--- config.mk ---
export PLATFORM = sky130hd
export DESIGN_NAME = delay_line_n
export DESIGN_NICKNAME = d
export VERILOG_FILES = /design/src/rtl/delay_line_n.sv
export SDC_FILE = /design/constraint.sdc
export NUM_CORES = 1
export LEC_CHECK = 0
export ABC_AREA = 1
export CAP_MARGIN = 10
export CORE_MARGIN = 3
export CORE_UTILIZATION = 52
export DETAILED_ROUTE_END_ITERATION = 6
export PLACE_DENSITY = 0.77
export SLEW_MARGIN = 0
export SYNTH_ARGS = -nofsm -noshare
export SYNTH_HDL_FRONTEND = slang
export SYNTH_SLANG_ARGS = --single-unit
--- constraint.sdc ---
create_clock -name clk -period 2.05 [get_ports clk]
set_clock_uncertainty 0.1 [all_clocks]
set_input_delay 0.41 -clock clk [delete_from_list [all_inputs] [get_ports clk]]
set_output_delay 0.41 -clock clk [all_outputs]
set_load 0.05 [all_outputs]
--- src/rtl/delay_line_n.sv ---
// Runtime-selectable N-stage delay line with a primed flag that reports when the
// selected tap carries only data sampled since the last reset or clear.
module delay_line_n #(
  parameter int WIDTH     = 1,
  parameter int MAX_DELAY = 8,
  localparam int SEL_W    = $clog2(MAX_DELAY + 1)
) (
  input  logic             clk,
  input  logic             sys_rst,
  input  logic             clear,
  input  logic             shift_en,
  input  logic [SEL_W-1:0] delay_sel,
  input  logic [WIDTH-1:0] sig_in,
  output logic [WIDTH-1:0] sig_out,
  output logic             primed
);

  localparam logic [SEL_W-1:0] MAX_SEL = SEL_W'(MAX_DELAY);

  logic [WIDTH-1:0] stage [MAX_DELAY];
  logic [SEL_W-1:0] fill_cnt;
  logic [SEL_W-1:0] d;

  function automatic logic [SEL_W-1:0] clamp_sel(input logic [SEL_W-1:0] s);
    return (s > MAX_SEL) ? MAX_SEL : s;
  endfunction

  // Stage register: reset and clear flush data as well, so no X ever reaches a tap
  always_ff @(posedge clk) begin
    if (sys_rst || clear) begin
      for (int k = 0; k < MAX_DELAY; k++) stage[k] <= '0;
      fill_cnt <= '0;
    end else if (shift_en) begin
      stage[0] <= sig_in;
      for (int k = 1; k < MAX_DELAY; k++) stage[k] <= stage[k-1];
      if (fill_cnt != MAX_SEL) fill_cnt <= fill_cnt + SEL_W'(1);
    end
  end

  // Tap select: d=0 bypasses the registers entirely
  always_comb begin
    d       = clamp_sel(delay_sel);
    sig_out = sig_in;
    for (int k = 0; k < MAX_DELAY; k++) begin
      if (d == SEL_W'(k + 1)) sig_out = stage[k];
    end
    primed = (d == '0) || (fill_cnt >= d);
  end

endmodule

==> impl_metrics.ini <==
[status]
status = finished, violations left
violations = negative setup slack

[power_and_ir_drop]
swShare_pct = 30.1
finalPower_mw = 0.594
power_frac_comb_pct = 28.9
p_leak_nw = 0.530
p_per_area_nw_per_um2 = 506
p_int_mw = 0.416
pwr-share-clk_pct = 25.3
p_switching_mw = 0.179
seqPwrFrac_pct = 45.8
ir_drop_mv = 0.548

[floorplan]
pin_count = 11
fp-row-count = 13
core_area_um2 = 1350
die_w_um = 44.6
initial_core_util_pct = 57.4
die_y_um = 44.6
die_area_um2 = 1990

[drt]
via_per_inst = 5.85
dr.pass1.iters = 4
drt_iter0_drc = 48
post_drt_wl_per_cell_um = 18.1
routed_wl_um = 2780
remaining_drc_errors = 0
vias = 901
antenna_left = 0

[synth]
synthAdderAreaFrac_pct = 9.69
synth_warnings = 0
syn_nets = 119
ys_types = 17
avgSynthCellArea_um2 = 7.45
synth_compound_area_share_pct = 10.2
ys_seq_elements = 12
synth-simple-area-share_pct = 29.1
syn-instance-count = 104
synthMuxAreaShare_pct = 0
synth_top_family_by_area = simple AND/OR/NAND/NOR gates
ys_seq_area_share_pct = 41.4
syn_area_um2 = 774
synth_xor_area_share_pct = 0

[hold_path]
hp-start = fill_cnt[0]
whs_path_depth = 2
hold_path.class = reg2reg

[worst_setup_path]
critPathRequiredTime_ns = 1.54
critPathSlowestCell = buf_4
crit_path_end = sig_out
r2r_start = fill_cnt[1]
timing.reg2reg.worst_path_depth = 8
cpPeakStageDelay_ns = 0.16
reg2reg_to = fill_cnt[3]
critPathLaunch = delay_sel[3]
endpoint_kind = primary output
crit_type = in2out
crit_chain = buf_2, buf_4, inv_2, nand3_2, buf_4, nor2_1, nor2_1, nand2_1, nand2_1, nand2_1, nand2_2, buf_12
worstSetupStartpointType = primary input
rrSetupSlack_ns = 0.38
crit_path_frequent_cell = nand2_1
cp.arrival_ns = 1.87
worst-path-max-fanout = 5

[global_routing]
grt_remaining_overflow = 0
track_usage_pct = 21.5
grt_first_pass_wirelength_um = 3110
grt_pass1_vias = 743
antenna_found_initial = 0
grt_start_max_net_pins = 9

[timing]
finalWorstSetupSlack_ns = -0.330
fin_crit_sh_pct = 116
layout_min_cycle_time_ns = 2.38
slew_violations = 0
relSlewSlack_pct = 77.3
fin_setup_tns_ns = -0.557
rsz0062_at_grt = true
finalSetupViolations = 2
tightestPinTransition_ns = 0.341
timing.fmax_mhz = 420
whs_ns = 0.447
hold_viol_final = 0

[finish]
layout-drive-gt1-share_pct = 35.3
num_antenna_cells = 0
finish.net_count = 155
syn_to_final_growth_pct = 51.5
fin_util_pct = 86.9

[place]
gp_congestion = 0.790
dp_hpwl_um = 1380
portBuffers = 10

[clocking]
htree_levels = 1
numCtsBuffers = 3
clk_pin_slew_ns = 0.08
cts.sinks = 12
cts-root-buf = clkbuf_4
cts_buffer_depth = 2
worstSkewPairLatency_ns = 0.27
cts_tree = built

[run]
maxCapViolCount = 0
-- synth_stat cells --
| cell | count | area (um^2) |
|---|---|---|
| nor2_1 | 20 | 75.1 |
| nand2_1 | 18 | 67.6 |
| inv_1 | 16 | 60.1 |
| edfxtp_1 | 8 | 240 |
| a21oi_1 | 6 | 30.0 |
| ha_1 | 6 | 75.1 |
| nand3_1 | 5 | 25.0 |
| o21ai_0 | 5 | 25.0 |
| dfxtp_1 | 4 | 80.1 |
| inv_2 | 4 | 15.0 |
| nand4_1 | 4 | 25.0 |
| nor2_2 | 2 | 12.5 |
| o21a_1 | 2 | 15.0 |
| a31o_1 | 1 | 8.76 |
| nand2_2 | 1 | 6.26 |
| nand3b_1 | 1 | 7.51 |
| or2_1 | 1 | 6.26 |
-- how the worst min path moves through the flow --
stage,to,slack [ns]
6_report,fill_cnt[0],0.45
5_1_grt,fill_cnt[0],0.49
4_1_cts,fill_cnt[2],0.43
3_5_place_dp,fill_cnt[2],0.42
3_3_place_gp,fill_cnt[2],0.42
2_1_floorplan,fill_cnt[2],0.39
-- per-stage QoR --
| step | area, um^2 | instances | setup WS [ns] |
|---|---|---|---|
| 2_1_floorplan | 777 | 104 | -0.155 |
| 3_3_place_gp | 1020 | 145 | -0.555 |
| 3_5_place_dp | 1020 | 145 | -0.617 |
| 4_1_cts | 1140 | 152 | -0.236 |
| 5_1_grt | 1170 | 154 | -0.405 |
| 6_report | 1170 | 154 | -0.330 |
-- state kept, by name (all words and copies together), names as in the netlist --
register / count
fill_cnt: 4
stage: 8
-- what timing repair did --
action                     CTS  global route
buffers inserted             4             2
setup endpoints to repair    2             2
hold buffers                 0             0
gates resized for setup     33             6
pin swaps                   14            14
-- cells by family (layout without fill, tap and decap cells) --
kind of cell,after synthesis,in the layout
AOI/OAI and AO/OA,14,14
adders and majority gates,6,6
buffers and inverters,20,55
DFF,12,12
and+or+nand+nor,52,52
-- area by class of cell --
type                    instances  area, um^2
multi-input cells              72         437
flip-flops and latches         12         322
repair buffers                 31         285
fillers                        61         176
inverters                      20        85.1
clock buffers                   3        22.5
well taps                      15        18.8
clock inverters                 1        3.75
-- routing by layer --
layer,global-route usage (%),part of all wire (%),vias up
met5,0,0,-
met4,13.3,7.7,0
met3,1.22,7.6,22
met2,37.2,50,72
met1,25.6,34,402
li1,-,-,405
-- power groups by stage --
| stage | combinational, mW | sequential (mW) | clock (mW) |
|---|---|---|---|
| after floorplan | 0.0629 | 0.275 | 0 |
| after global placement | 0.127 | 0.276 | 0 |
| after detailed placement | 0.131 | 0.276 | 0 |
| after CTS | 0.152 | 0.271 | 0.149 |
| after global routing | 0.183 | 0.272 | 0.159 |
| final | 0.172 | 0.272 | 0.150 |
-- cell usage in the layout, fill, tap and decap left out, drive strengths merged --
master | synthesis | layout
a21oi | 6 | 6
a31o | 1 | 1
buf | 0 | 27
clkbuf | 0 | 3
clkdlybuf4s50 | 0 | 4
clkinv | 0 | 1
dfxtp | 4 | 4
edfxtp | 8 | 8
ha | 6 | 6
inv | 20 | 20
nand2 | 19 | 19
nand3 | 5 | 5
nand3b | 1 | 1
nand4 | 4 | 4
nor2 | 22 | 22
o21a | 2 | 2
o21ai | 5 | 5
or2 | 1 | 1
-- critical path, delay by kind of cell --
| kind | cells | cell delay [ns] |
|---|---|---|
| AND/OR/NAND/NOR | 7 | 0.74 |
| buffers and inverters | 5 | 0.72 |
(Power assumes the default switching activity.)
